--- src/rtl/ctrl_decode_stage.sv ---
// ID stage for the RV32IM pipeline: decodes the instruction into a control bundle held in the
// ID/EX register, and sequences multi-cycle MUL/DIV/REM occupancy of EX with a front-end stall.
module ctrl_decode_stage #(
   parameter int unsigned ALU_OP_W    = 5,
   parameter int unsigned MDU_LATENCY = 4,
   parameter int unsigned CNT_W       = 6
) (
   input  logic                i_clk,
   input  logic                i_reset,
   input  logic [31:0]         i_instr,
   input  logic                i_valid,
   input  logic                i_stall,
   input  logic                i_flush,
   output logic                o_valid,
   output logic                o_illegal,
   output logic [ALU_OP_W-1:0] o_alu_op,
   output logic [1:0]          o_op1_sel,
   output logic                o_op2_sel,
   output logic [1:0]          o_wb_sel,
   output logic [2:0]          o_lsu_op,
   output logic                o_rd_wren,
   output logic                o_mem_rden,
   output logic                o_mem_wren,
   output logic                o_branch,
   output logic                o_jmp,
   output logic                o_br_unsign,
   output logic                o_stall_req,
   output logic                o_mdu_done
);

   localparam logic [6:0] OPC_LUI    = 7'b0110111;
   localparam logic [6:0] OPC_AUIPC  = 7'b0010111;
   localparam logic [6:0] OPC_JAL    = 7'b1101111;
   localparam logic [6:0] OPC_JALR   = 7'b1100111;
   localparam logic [6:0] OPC_BRANCH = 7'b1100011;
   localparam logic [6:0] OPC_LOAD   = 7'b0000011;
   localparam logic [6:0] OPC_STORE  = 7'b0100011;
   localparam logic [6:0] OPC_OPIMM  = 7'b0010011;
   localparam logic [6:0] OPC_OP     = 7'b0110011;
   localparam logic [6:0] OPC_FENCE  = 7'b0001111;
   localparam logic [6:0] OPC_SYSTEM = 7'b1110011;

   typedef struct packed {
      logic                valid;
      logic                illegal;
      logic [ALU_OP_W-1:0] alu_op;
      logic [1:0]          op1_sel;
      logic                op2_sel;
      logic [1:0]          wb_sel;
      logic [2:0]          lsu_op;
      logic                rd_wren;
      logic                mem_rden;
      logic                mem_wren;
      logic                branch;
      logic                jmp;
      logic                br_unsign;
   } bundle_t;

   typedef enum logic {IDLE, MDU_RUN} state_t;

   bundle_t          dec, bundle_q, bundle_d;
   logic             dec_mdu, dec_bad;
   state_t           state_q, state_d;
   logic [CNT_W-1:0] cnt_q, cnt_d;
   logic             done_d;
   logic             accept;

   logic [6:0] opc, f7;
   logic [2:0] f3;

   assign opc = i_instr[6:0];
   assign f3  = i_instr[14:12];
   assign f7  = i_instr[31:25];

   // Base ALU code for a funct3; alt selects sub/sra
   function automatic logic [4:0] alu_code(input logic [2:0] fn3, input logic alt);
      case (fn3)
         3'b000:  alu_code = alt ? 5'd1 : 5'd0;
         3'b001:  alu_code = 5'd2;
         3'b010:  alu_code = 5'd3;
         3'b011:  alu_code = 5'd4;
         3'b100:  alu_code = 5'd5;
         3'b101:  alu_code = alt ? 5'd7 : 5'd6;
         3'b110:  alu_code = 5'd8;
         default: alu_code = 5'd9;
      endcase
   endfunction

   always_comb begin : decode
      dec       = '0;
      dec_mdu   = 1'b0;
      dec_bad   = 1'b0;
      dec.valid = 1'b1;
      case (opc)
         OPC_LUI: begin
            dec.op1_sel = 2'd2; dec.op2_sel = 1'b1; dec.rd_wren = 1'b1;
         end
         OPC_AUIPC: begin
            dec.op1_sel = 2'd1; dec.op2_sel = 1'b1; dec.rd_wren = 1'b1;
         end
         OPC_JAL: begin
            dec.op1_sel = 2'd1; dec.op2_sel = 1'b1; dec.wb_sel = 2'd2;
            dec.jmp = 1'b1; dec.rd_wren = 1'b1;
         end
         OPC_JALR: begin
            dec_bad     = (f3 != 3'b000);
            dec.op2_sel = 1'b1; dec.wb_sel = 2'd2; dec.jmp = 1'b1; dec.rd_wren = 1'b1;
         end
         OPC_BRANCH: begin
            dec_bad       = (f3[2:1] == 2'b01);
            dec.op1_sel   = 2'd1; dec.op2_sel = 1'b1; dec.branch = 1'b1;
            dec.br_unsign = f3[1];
         end
         OPC_LOAD: begin
            dec_bad      = (f3 == 3'b011) || (f3[2:1] == 2'b11);
            dec.op2_sel  = 1'b1; dec.wb_sel = 2'd1; dec.mem_rden = 1'b1;
            dec.rd_wren  = 1'b1; dec.lsu_op = f3;
         end
         OPC_STORE: begin
            dec_bad      = f3[2] || (f3 == 3'b011);
            dec.op2_sel  = 1'b1; dec.mem_wren = 1'b1; dec.lsu_op = f3;
         end
         OPC_OPIMM: begin
            if ((f3 == 3'b001 || f3 == 3'b101) && f7 != 7'b0000000 && f7 != 7'b0100000)
               dec_bad = 1'b1;
            dec.alu_op  = ALU_OP_W'(alu_code(f3, (f3 == 3'b101) & i_instr[30]));
            dec.op2_sel = 1'b1; dec.rd_wren = 1'b1;
         end
         OPC_OP: begin
            dec.rd_wren = 1'b1;
            case (f7)
               7'b0000000: dec.alu_op = ALU_OP_W'(alu_code(f3, 1'b0));
               7'b0100000: begin
                  dec_bad    = (f3 != 3'b000) && (f3 != 3'b101);
                  dec.alu_op = ALU_OP_W'(alu_code(f3, 1'b1));
               end
               7'b0000001: begin
                  dec.alu_op = ALU_OP_W'(5'd10 + {2'b00, f3});
                  dec_mdu    = 1'b1;
               end
               default: dec_bad = 1'b1;
            endcase
         end
         OPC_FENCE: ;
         // Only ECALL and EBREAK are accepted in the SYSTEM space
         OPC_SYSTEM: dec_bad = (i_instr[31:7] != 25'h0) && (i_instr[31:7] != 25'h2000);
         default: dec_bad = 1'b1;
      endcase
      if (dec_bad) begin
         dec         = '0;
         dec.valid   = 1'b1;
         dec.illegal = 1'b1;
         dec_mdu     = 1'b0;
      end
   end

   assign accept = i_valid & ~i_stall & ~i_flush & (state_q == IDLE);

   // Next state, counter, bundle and done pulse
   always_comb begin : next_state
      state_d  = state_q;
      cnt_d    = cnt_q;
      bundle_d = bundle_q;
      done_d   = 1'b0;
      case (state_q)
         IDLE: begin
            if (accept && dec_mdu) begin
               if (MDU_LATENCY > 1) begin
                  state_d = MDU_RUN;
                  cnt_d   = CNT_W'(MDU_LATENCY - 1);
               end else begin
                  done_d = 1'b1;
               end
            end
         end
         MDU_RUN: begin
            cnt_d = cnt_q - CNT_W'(1);
            if (cnt_q == CNT_W'(1)) begin
               state_d = IDLE;
               done_d  = 1'b1;
            end
         end
         default: state_d = IDLE;
      endcase

      if (i_flush)                 bundle_d = '0;
      else if (state_q == MDU_RUN) bundle_d = bundle_q;
      else if (i_stall)            bundle_d = bundle_q;
      else if (!i_valid)           bundle_d = '0;
      else                         bundle_d = dec;

      if (i_flush) begin
         state_d = IDLE;
         cnt_d   = '0;
         done_d  = 1'b0;
      end
   end

   always_ff @(posedge i_clk or negedge i_reset) begin
      if (!i_reset) begin
         state_q    <= IDLE;
         cnt_q      <= '0;
         bundle_q   <= '0;
         o_mdu_done <= 1'b0;
      end else begin
         state_q    <= state_d;
         cnt_q      <= cnt_d;
         bundle_q   <= bundle_d;
         o_mdu_done <= done_d;
      end
   end

   assign o_valid     = bundle_q.valid;
   assign o_illegal   = bundle_q.illegal;
   assign o_alu_op    = bundle_q.alu_op;
   assign o_op1_sel   = bundle_q.op1_sel;
   assign o_op2_sel   = bundle_q.op2_sel;
   assign o_wb_sel    = bundle_q.wb_sel;
   assign o_lsu_op    = bundle_q.lsu_op;
   assign o_rd_wren   = bundle_q.rd_wren;
   assign o_mem_rden  = bundle_q.mem_rden;
   assign o_mem_wren  = bundle_q.mem_wren;
   assign o_branch    = bundle_q.branch;
   assign o_jmp       = bundle_q.jmp;
   assign o_br_unsign = bundle_q.br_unsign;
   assign o_stall_req = (state_q == MDU_RUN);

endmodule

--- config.mk ---
export PLATFORM = sky130hd
export DESIGN_NAME = ctrl_decode_stage
export DESIGN_NICKNAME = d
export VERILOG_FILES = /design/src/rtl/ctrl_decode_stage.sv
export SDC_FILE = /design/constraint.sdc
export NUM_CORES = 1
export LEC_CHECK = 0
export ABC_AREA = 1
export CAP_MARGIN = 15
export CORE_MARGIN = 1
export CORE_UTILIZATION = 50
export CTS_CLUSTER_SIZE = 12
export DETAILED_ROUTE_END_ITERATION = 7
export DONT_BUFFER_PORTS = 1
export PLACE_DENSITY = 0.62
export SLEW_MARGIN = 20
export SYNTH_ARGS = -nofsm -noshare
export SYNTH_HDL_FRONTEND = slang
export SYNTH_SLANG_ARGS = --single-unit
--- constraint.sdc ---
create_clock -name i_clk -period 1.57 [get_ports i_clk]
set_input_delay 0.3925 -clock i_clk [delete_from_list [all_inputs] [get_ports i_clk]]
set_output_delay 0.3925 -clock i_clk [all_outputs]
set_load 0.005 [all_outputs]
# Word level (Yosys, flattened, before mapping)
# Index checks and enable logic that the tools add are counted.
[classes]
n_addsub = 2
eq_ne = 28
mux = 38
n_bitwise = 7
reduce_logical = 21
[op_table]
columns = ["op", "n"]
rows = [
  ["21-bit two-way mux", 4],
  ["4-bit one-hot mux with 7 select lines", 3],
  ["7-bit by 6-bit equality test with 1-bit output (second input constant)", 4],
  ["7-bit equality test (second input constant)", 4],
  ["25-bit by 14-bit inequality test with 1-bit output (second input constant)", 1],
  ["25-bit nonzero test", 1],
  ["20-bit two-way mux", 1],
  ["1-bit two-way mux", 18],
  ["5-bit one-hot mux with 3 select lines", 1],
  ["7-bit by 5-bit equality test with 1-bit output (second input constant)", 2],
  ["6-bit two-way mux", 2],
  ["6-bit one-hot mux with 2 select lines", 1],
  ["5-bit one-hot mux with 2 select lines", 1],
  ["3-bit equality test (second input constant)", 3],
  ["1-bit one-hot mux with 8 select lines", 1],
  ["2-bit one-hot mux with 2 select lines", 2],
  ["8-bit OR reduction", 1],
  ["7-bit by 1-bit equality test with 1-bit output (second input constant)", 1],
  ["7-bit by 2-bit equality test with 1-bit output (second input constant)", 1],
  ["7-bit by 4-bit equality test with 1-bit output (second input constant)", 1],
  ["7-bit zero test", 1],
  ["7-bit by 6-bit inequality test with 1-bit output (second input constant)", 1],
  ["7-bit nonzero test", 1],
  ["7-bit OR reduction", 1],
  ["23 further kinds", 39],
]
[word_totals]
ff_bits = 29
inputBits = 37
wordCells = 112

# Longest topological paths before layout
[logic_depth]
depth_word = 11
ltp_mapped = 13
mapped_depth_nobuf = 11

# Worst setup path before layout
# No wires, ideal clock.
[synth_timing]
kind = "input to register"
from = "in i_instr[13]"
to = "reg bundle_q, in the netlist o_wb_sel[1]"
setup_time_ns = 0.074
arrival_time_ns = 1.539
required_ns = 1.496
setup_slack_ns = -0.043
path_stages = 12
path_buffers = 2
path_cell_list = "buf_4 -> inv_2 -> ha_1 -> nand3_1 -> nor2_1 -> nand3_1 -> nand2_1 -> nand3_2 -> nor2_4 -> nand2_2 -> buf_6 -> o21ai_2"
[synth_between]
elab_chain_len = 11
word_cells_on_any_way = 24
classes_between = "7 x eq/ne; 8 x mux; 9 x reduce/logical"
[synth_rtl]
columns = ["element", "line_no", "source"]
rows = [
  ["start, declared", "10", "input logic [31:0] i_instr,"],
  ["3-bit by 1-bit equality test with 1-bit output / 3-bit equality test (equally long branches)", "124", "if ((f3 == 3'b001 || f3 == 3'b101) && f7 != 7'b0000000 && f7 != 7'b0100000)"],
  ["1-bit logical OR", "124", ""],
  ["1-bit logical AND (2 in series)", "124", ""],
  ["1-bit two-way mux", "124", ""],
  ["1-bit one-hot mux with 8 select lines (*)", "94", "case (opc)"],
  ["20-bit two-way mux (*)", "149", "if (dec_bad) begin"],
  ["21-bit two-way mux (*)", "189", "else if (!i_valid) bundle_d = '0;"],
  ["21-bit two-way mux (*)", "188", "else if (i_stall) bundle_d = bundle_q;"],
  ["21-bit two-way mux (*)", "187", "else if (state_q == MDU_RUN) bundle_d = bundle_q;"],
  ["21-bit two-way mux (*)", "186", "if (i_flush) bundle_d = '0;"],
  ["end signal, assigned", "208", "bundle_q <= bundle_d;"],
  ["end, declared", "61", "bundle_t dec, bundle_q, bundle_d;"],
]
# Mark *: on every way between the ends. The rest lies on a longest branch, timed or not. The select of a mux whose other input is x is not followed.
# A chain may end at the register's enable or synchronous reset.

# Worst setup path after layout
[layout_timing]
from = "in i_instr[25]"
to = "reg bundle_q, in the netlist o_alu_op[3]"
[layout_between]
elab_chain_len = 10
word_cells_on_any_way = 21
classes_between = "4 x eq/ne; 10 x mux; 7 x reduce/logical"
[layout_rtl]
columns = ["element", "line_no"]
rows = [
  ["parallel branches: the longest is 5 deep, another holds 1-bit one-hot mux with 8 select lines", "n/a"],
  ["20-bit two-way mux (*)", "149"],
  ["21-bit two-way mux (*)", "189"],
  ["21-bit two-way mux (*)", "188"],
  ["21-bit two-way mux (*)", "187"],
  ["21-bit two-way mux (*)", "186"],
]
# Every way passes the cells marked *. The select of a mux whose other input is x is not followed.

==> summary.txt <==
Power
  • VDD IR max: ~0.37 mV
  • Pwr dens: ~570 nW/um^2
  • P_leak: roughly 1.1 nW
  • Tot Pwr: roughly 1.3 mW

GRT
  • Total GRT Usage: between 20% and 30%
  • First-pass GRT wire length: a little under 7000 microns
  • Antenna violations before repair: 0
  • Routing usage on met1: between 20% and 30%
  • Vias in the first global route: 1638
  • Met3 Use GR: under 10%
  • Pin count of the biggest net entering global routing: 28
  • Busiest grt layer: met2
  • Congestion Overflow GR: 0
  • Met2 Use GR: between 30% and 40%

Yosys
  • Compound-Gate Fraction of Synth Area: 11.9%
  • YS warnings: 0
  • Synth Cell Area: ~1900 sq um
  • Yosys reg bits: 27
  • Most used DFF post-synth: dfrtp_1
  • List of most frequent post-synthesis cells: nand2_1, nor2_1, dfrtp_1, inv_1, nand3_1
  • EDFF count, synth: 0
  • Syn avg cell area: just over 7 sq um
  • Post-Synth Adder-Cell Area: 3.33%
  • Fraction of registers with async set/reset: 100%
  • Area contributors post-synth: dfrtp_1, nand2_1, nor2_1
  • Synth Area in XOR/XNOR: 1.86%
  • Share of the synthesized area in the top cell type: between 30% and 40%
  • Post-synth net total: between 300 and 400
  • Post-synth top area cell: dfrtp_1
  • Mux cell area share after synthesis: 0%
  • Post-Synth Simple-Gate Area: approximately two fifths
  • Most common cell in the synthesized netlist: nand2_1
  • Main combinational cell family by area after synthesis: simple AND/OR/NAND/NOR gates
  • Yosys cell types: 30
  • Mapped Cells: 265
  • Seq/Total Area, Yosys: 36.0%

Drt
  • Vias/cell: between 5 and 6
  • Via count: approximately 1800
  • Routed wire length: between 4000 and 5000 microns
  • DR pass1 iterations: 5
  • Starting DRT DRC Count: about 110
  • Wire per inst: 11.9 microns
  • # DRC: 0
  • Remaining antenna violation count: 0

Cells and area
  • Final nets: roughly 340
  • Layout cells sized above 1: 24.3%
  • Area grow syn2layout: 17.2%
  • Antenna diodes: 0
  • Final Instance Area: approximately 2200 sq um
  • Layout filler cell count: 353

Timing
  • Period utilisation layout: between 90 and 100%
  • Fin worst setup slack: 115 ps
  • Slew Viols, Final: 0
  • Slew @ Worst Pin: slightly above 300 ps
  • Fmax: about 690 MHz
  • Final setup skew: approximately 2.7 ps
  • Normalized max-slew margin: 79.6%
  • Worst hold margin: 172 ps
  • RSZ-0062 raised after global routing: no
  • Final Setup Violations: 0
  • Final hold vios: 0
  • Crit path time final: 1460 ps

Hold path
  • HP Class: input port to flop

Clock network
  • Post-CTS setup buffers: 0
  • Clk Latency, worst-skew pair: ~270 ps
  • CTS Sinks: 27
  • TritonCTS clock tree: built
  • Maximum level of the CTS H-tree: 1
  • CTS Buf Count: 3
  • Clk buf depth: 2
  • CTS root buf: clkbuf_8
  • Reg clk slew, reported paths: about 90 ps

Setup path
  • CP startpoint kind: input port
  • Crit Path Category: input port to flop
  • CP endpoint kind: flop
  • Req. time, crit path: ~1800 ps
  • Crit-path max FO: 8
  • Arr. time, crit path: approximately 1700 ps

Die
  • Row count: 21
  • Die height: 63.3 microns
  • Full die area: around 4000 sq um
  • IO Count: 60
  • Chip width: 63.3 microns
  • Core area: ~3500 sq um
  • Initial Util: ~54%

Placement
  • GP Congestion: approximately 0.93
  • Place WS: -157 ps
  • IO Port Bufs: 0
  • DP Wirelength: 3300 microns
  • Placement Cell Area: approximately 2100 sq um

Run
  • Max cap viols: 0

Run status
  • Status: complete, no violations
[what timing repair did]
action	CTS	global route
hold buffers	2	0
hold endpoints to repair	27	0
resized for setup	0	0
[routing by layer]
layer	vias to the layer above	share of wire, %
met3	7	3.7
met1	797	49
li1	908	-
met5	-	0
met4	0	1.9
met2	47	45
[through the flow]
stage / std cells / utilization (%) / setup TNS (ps)
finish: 342 / 63.5 / 0
global route: 342 / 63.5 / 0
global placement: 336 / 61.3 / -1220
CTS: 342 / 63.5 / 0
floorplan: 265 / - / 0
detailed placement: 336 / 61.3 / -1400
[cells in the final DEF, fill, tap and decap left out, drive strengths merged, types with 2 or more instances in the layout]
master / n
a21oi: 2
buf: 32
clkbuf: 3
dfrtp: 27
ha: 5
inv: 27
nand2: 85
nand3: 22
nand4: 2
nor2: 49
nor3: 4
o21ai: 26
xor2: 3
[worst paths after layout]
kind / startpoint / to / slack (ps) / cells after the start
max: i_instr[25] / o_alu_op[3] / 110 / 10
min: i_flush / o_stall_req / 170 / 1
max reg2reg: o_stall_req / cnt_q[1] / 240 / 8
min reg2reg: o_br_unsign / o_br_unsign / 510 / 2
max in group asynchronous: i_reset / cnt_q[5] / 860 / 2
min in group asynchronous: i_reset / o_mem_rden / 550 / 2
[critical path: stages]
cell and delay, ps:
nor2_1 170, nand3_1 160, nand3_1 110, nand2_1 50, nor2_1 130, nand2_2 90, nor2_4 130, nand2_2 130
buf_4 190, o21ai_2 100
[sequential cells by signal (all words and copies together) (netlist names)]
name,count
cnt_q,6
o_mdu_done,1
o_stall_req,1
o_br_unsign,1
o_op1_sel,2
o_branch,1
o_alu_op,5
o_rd_wren,1
o_illegal,1
o_op2_sel,1
o_wb_sel,1
o_valid,1
o_lsu_op,3
o_mem_wren,1
o_mem_rden,1
[power breakdown]
part	switching, mW	internal [mW]
Clock	0.217	0.178
Sequential	0.00282	0.699
Combinational	0.101	0.0630
[cells by family (layout without fill, tap and decap cells)]
kind of cell	Yosys count	after routing
fa+ha+maj	5	5
flops	27	27
xor+xnor	4	4
simple gates	162	162
compound gates	34	34
buf+inv	33	64
[final cells by class]
cell class,instances,area (sq um),area share (%)
multi-input combinational,205,1060,48.1
tap,46,57.6,2.61
sequential,27,676,30.7
timing repair buffer,33,263,11.9
clock inverter,1,5.00,0.227
clock buffer,3,41.3,1.87
inverter,27,101,4.60
No activity file was read; power rests on OpenSTA's default activity.
==> RTL edit 1 (config.mk and constraints unchanged) <==
`ALU_OP_W`: 5 -> 10.
--- a/src/rtl/ctrl_decode_stage.sv
+++ b/src/rtl/ctrl_decode_stage.sv
@@ -3,3 +3,3 @@
 module ctrl_decode_stage #(
-   parameter int unsigned ALU_OP_W    = 5,
+   parameter int unsigned ALU_OP_W    = 10,
    parameter int unsigned MDU_LATENCY = 4,
Ports: changed (resized o_alu_op); port bits go from 60 to 65. No check against the original RTL was run, so the function may have changed too.
==> RTL edit 1 against the original RTL <==
- clock skew about the same
- setup slack improved by 76 ps
- synthesized cell count rose by 2.3%
- maximum frequency increased by 5.5%
- clock power decreased by 2%
- highest routed layer unchanged
- wire length decreased by 2.2%
- cell area rose by 2.0%
- sequential cell count did not move
- sequential power barely moved
- synthesized area rose by 2.2%
- power is 0.21% lower
==> RTL edit 1: results (changes against the original RTL) <==
| Metric | Value |
|---|---|
| Status | `finished clean` |
| Leakage | `0.001172 uW (+2.3%)` |
| Layout cells sized above 1 | `24.67% (+0.35 points)` |
| Fin Clk Skew | `2.791 ps (+0.07141 ps)` |
| Fillers | `356 (+0.85%)` |
| Synth cell count leaders | `nand2_1 (77), nor2_1 (39), dfrtp_1 (27), inv_1 (21), nand3_1 (20)` |
| Global routing usage on met2 | `34.18% (-1.3 points)` |
| Initial DRC Count | `113 (+5.6%)` |
| Worst skew pair latency | `270 ps (about the same)` |
| Post-CTS sizing | `0 (unchanged)` |
| Routability cong. | `0.8249 (-11%)` |
| Worst hold path class | `input pin to flip-flop` |
| Clock buffer depth | `2 (unchanged)` |
| Clock root buffer master | `clkbuf_8` |
| Post-synthesis sequential area ratio | `35.18% (-0.77 points)` |
| Top FF cell, synth | `dfrtp_1` |
| Detailed Routing Iterations Pass 1 | `4 (-1)` |
| Hold_sp | `i_flush` |
| Min Hold Slack | `172.3 ps (+0.7480 ps)` |
| Crit-path max cell delay | `150 ps (-40 ps)` |
| Drt total wl | `3.995 mm (-2.2%)` |
| Vias | `1,742 (-0.97%)` |
| Hold-critical path depth | `1 (unchanged)` |
| GR Util met1 | `29.05% (+0.29 points)` |
| Gate Count Post-Synth | `271 (+2.3%)` |
| Max IR drop VDD | `0.0003197 V (-13%)` |
| Critical Path AT | `1530 ps (-140 ps)` |
| Tot GR Track Use | `21.15% (-0.54 points)` |
| Global-route wire length before repair | `6.824 mm (-1.3%)` |
| Slowest-stage cell, CP | `buf_4` |
| Clock transition at path regs | `90 ps (about the same)` |
| # DRC | `0 (unchanged)` |
| Int Pwr | `940.9 uW (+0.11%)` |
| HPWL after detailed placement | `3.261 mm (-1.2%)` |
| Vias in the first global route | `1,582 (-3.4%)` |
| Synth area leaders | `dfrtp_1 (35%), nand2_1 (15%), nor2_1 (7.6%), nand3_1 (5.2%), o21ai_2 (4.6%)` |
| Post-synthesis cell type count | `31 (+3.3%)` |
| Synth warn | `0 (unchanged)` |
| Vias/cell | `4.949 (-3.8%)` |
| Antenna diode count | `0 (unchanged)` |
| Grt met3 use | `2.857% (-0.041 points)` |
| End point of the critical path | `cnt_q[1]` |
| Hold EP | `o_stall_req` |
| Fin nets | `347 (+2.4%)` |
| Postcts setup bufs | `0 (unchanged)` |
| Initial antenna violation count | `0 (unchanged)` |
| Port buffer count | `0 (unchanged)` |
| Critical-path maximum fanout | `7 (-1)` |
| Max reg flops | `6 (unchanged)` |
| Crit. Startpoint | `i_instr[3]` |
-- RTL edit 1: layout make-up --
cell class	count	share of cell area, %
Inverter	27	4.510
Tap cell	48	2.673
Multi-Input combinational cell	210	48.00
Clock inverter	1	0.2227
Clock buffer	3	1.837
Timing Repair Buffer	36	12.69
Sequential cell	27	30.07
-- RTL edit 1: metal layers --
metal / vias to the layer above / routed length (um)
li1: 920 / -
met1: 758 / 1922
met2: 62 / 1798
met3: 2 / 241
met4: 0 / 33
met5: - / 0
-- RTL edit 1: cells by family after synthesis --
| family | count (synthesis) | share of synthesized area (%) |
|---|---|---|
| compound gates | 34 | 11.60 |
| xor+xnor | 4 | 1.824 |
| fa+ha+maj | 5 | 3.257 |
| buf+inv | 38 | 9.446 |
| flops | 27 | 35.18 |
| other cells | 1 | 0.1953 |
| simple gates | 162 | 38.50 |
-- RTL edit 1: power by group through the flow --
stage / registers (uW) / logic [uW] / clock network, uW
6_report: 702 / 169 / 388
5_1_grt: 702 / 191 / 418
4_1_cts: 702 / 170 / 395
3_5_place_dp: 716 / 148 / 0
3_3_place_gp: 716 / 147 / 0
2_1_floorplan: 715 / 120 / 0
-- RTL edit 1: per-stage QoR --
stage          setup WS (ps)  power [uW]  util (%)  cell area [um2]  TNS, ps
2_1_floorplan          6.777       835.4         -             1939        0
5_1_grt                7.289        1312     61.38             2247        0
3_5_place_dp          -104.6       864.0     59.30             2171    -1153
4_1_cts                173.7        1267     61.38             2247        0
3_3_place_gp          -86.34       863.1     59.30             2171   -980.6
6_report               190.6        1258     61.38             2247        0
-- RTL edit 1: critical path: cells and delay by family --
family | cells | cell delay, ps
and+or+nand+nor | 7 | 750
AOI/OAI and AO/OA | 1 | 80
buffers and inverters | 3 | 290
==> RTL edit 2 (config.mk and constraints unchanged) <==
Without the edit above. Remove the case item `7'b0000001` of the case on `f7`.
--- a/src/rtl/ctrl_decode_stage.sv
+++ b/src/rtl/ctrl_decode_stage.sv
@@ -136,6 +136,2 @@
                end
-               7'b0000001: begin
-                  dec.alu_op = ALU_OP_W'(5'd10 + {2'b00, f3});
-                  dec_mdu    = 1'b1;
-               end
                default: dec_bad = 1'b1;
Behaviour: not the same (a bounded check fails within 4 cycles, from zero or initial values and one cycle with i_reset low).
==> RTL edit 2 against the original RTL <==
- sequential cell count is 1 lower
- cell area decreased by 7.3%
- power down 0.11%
- core utilization fell by 4.2 points
- synthesized area decreased by 2.0%
- wire length shrank 6.6%
- global-route usage down 0.41 points
- setup slack improved by 65 ps
==> RTL edit 2: results (changes against the original RTL) <==
| Metric | Value |
|---|---|
| Max IR drop VDD | `0.0004879 V (+33%)` |
| Vias in the first global route | `1,562 (-4.6%)` |
| Initial DRC Count | `60 (-44%)` |
| Layout cells sized above 1 | `18.15% (-6.2 points)` |
| Routability cong. | `0.8142 (-12%)` |
| Vias | `1,656 (-5.9%)` |
| Global-route wire length before repair | `6.741 mm (-2.5%)` |
| Post-synthesis sequential area ratio | `35.33% (-0.63 points)` |
| Critical Path AT | `1600 ps (-70 ps)` |
| Syn nets | `310 (+0.98%)` |
| Fin Clk Skew | `2.482 ps (-0.2372 ps)` |
| HPWL after detailed placement | `2.975 mm (-9.9%)` |
| Slowest-stage cell, CP | `dfrtp_1` |
| Post-synthesis cell type count | `29 (-3.3%)` |
| Status | `finished clean` |
| Register-to-Register Path Depth | `7 (-1)` |
| Fin nets | `321 (-5.3%)` |
| Largest net degree at the start of global routing | `27 (-3.6%)` |
| Tot GR Track Use | `21.27% (-0.41 points)` |
| Crit-path max cell delay | `380 ps (+190 ps)` |
| Synth area leaders | `dfrtp_1 (35%), nand2_1 (17%), nor2_1 (8.8%), nand3_1 (6.8%), nand3_2 (5.4%)` |
| Sw Pwr | `304.3 uW (-5.2%)` |
| Detailed Routing Iterations Pass 1 | `4 (-1)` |
| Metal2 WL | `1.650 mm (-11%)` |
| Critical path class | `flip-flop to flip-flop` |
| Met3 wire length | `207 um (+35%)` |
| Synth cell count leaders | `nand2_1 (83), nor2_1 (43), dfrtp_1 (26), nand3_1 (25), inv_1 (20)` |
| Leakage | `0.001045 uW (-8.8%)` |
## RTL edit 2: cell types whose count changed after synthesis, sizes merged, moves of 2 or more
| cell | delta |
|---|---|
| o21ai | -18 |
| nand3 | +13 |
| nand2 | +8 |
| a21oi | +4 |
| clkinv | +3 |
| ha | -3 |
| xor2 | -3 |
| inv | -2 |
| nand3b | +2 |
| nand4 | -2 |
| nor3 | +2 |
| nor3b | +2 |
## RTL edit 2: layer usage
| metal | up-vias | global-route usage (%) |
|---|---|---|
| met3 | 2 | 5.109 |
| met2 | 47 | 35.60 |
| met1 | 739 | 28.19 |
| met4 | 0 | 3.488 |
| met5 | - | 0 |
| li1 | 868 | - |
## RTL edit 2: through the flow
stage	worst slack (ps)	std cells	area, um2	TNS [ps]
2_1_floorplan	82.01	271	1842	0
3_3_place_gp	-23.78	321	1952	-77.59
3_5_place_dp	-63.27	321	1952	-388.3
4_1_cts	44.39	327	2037	0
5_1_grt	27.90	327	2042	0
6_report	179.6	327	2042	0
## RTL edit 2: repair_timing
action	CTS	global route
setup endpoints to repair	0	11
hold buffers	2	0
endpoints found under the hold margin	26	0
resized for setup	0	1
## RTL edit 2: final timing paths
path | end | slack, ps
max in group asynchronous | cnt_q[5] | 870
setup / recovery | o_op2_sel | 180
hold reg to reg | cnt_q[5] | 500
min in group asynchronous | o_illegal | 560
hold / removal | cnt_q[4] | 190
setup reg to reg | o_op2_sel | 180
## RTL edit 2: cell families (layout without fill, tap and decap cells)
group | after synthesis | after routing | share of synthesized area (%)
AO/OA/AOI/OAI | 15 | 15 | 4.144
adder cells (fa/ha/maj) | 2 | 2 | 1.358
buffers and inverters | 36 | 46 | 9.171
flip-flops | 26 | 26 | 35.33
other | 1 | 1 | 0.2036
AND/OR/NAND/NOR | 191 | 191 | 49.80
## RTL edit 2: critical path: cells and delay by family, from the launching register on
kind | cells | cell delay [ps]
buffers and inverters | 1 | 210
DFF | 1 | 380
and+or+nand+nor | 6 | 740
## RTL edit 2: final cells by class
cell class                      count  area, um2
Clock buffer                        4      55.05
Fill cell                         349       1400
Inverter                           28      106.4
Multi-Input combinational cell    209       1027
Sequential cell                    26      650.6
Tap cell                           46      57.56
Timing Repair Buffer               14      145.1
## RTL edit 2: power by group through the flow
stage / Sequential (uW) / Combinational [uW] / Clock [uW]
floorplan: 689 / 106 / 0
global placement: 689 / 134 / 0
detailed placement: 690 / 137 / 0
CTS: 677 / 159 / 439
global route: 677 / 179 / 460
finish: 676 / 158 / 425
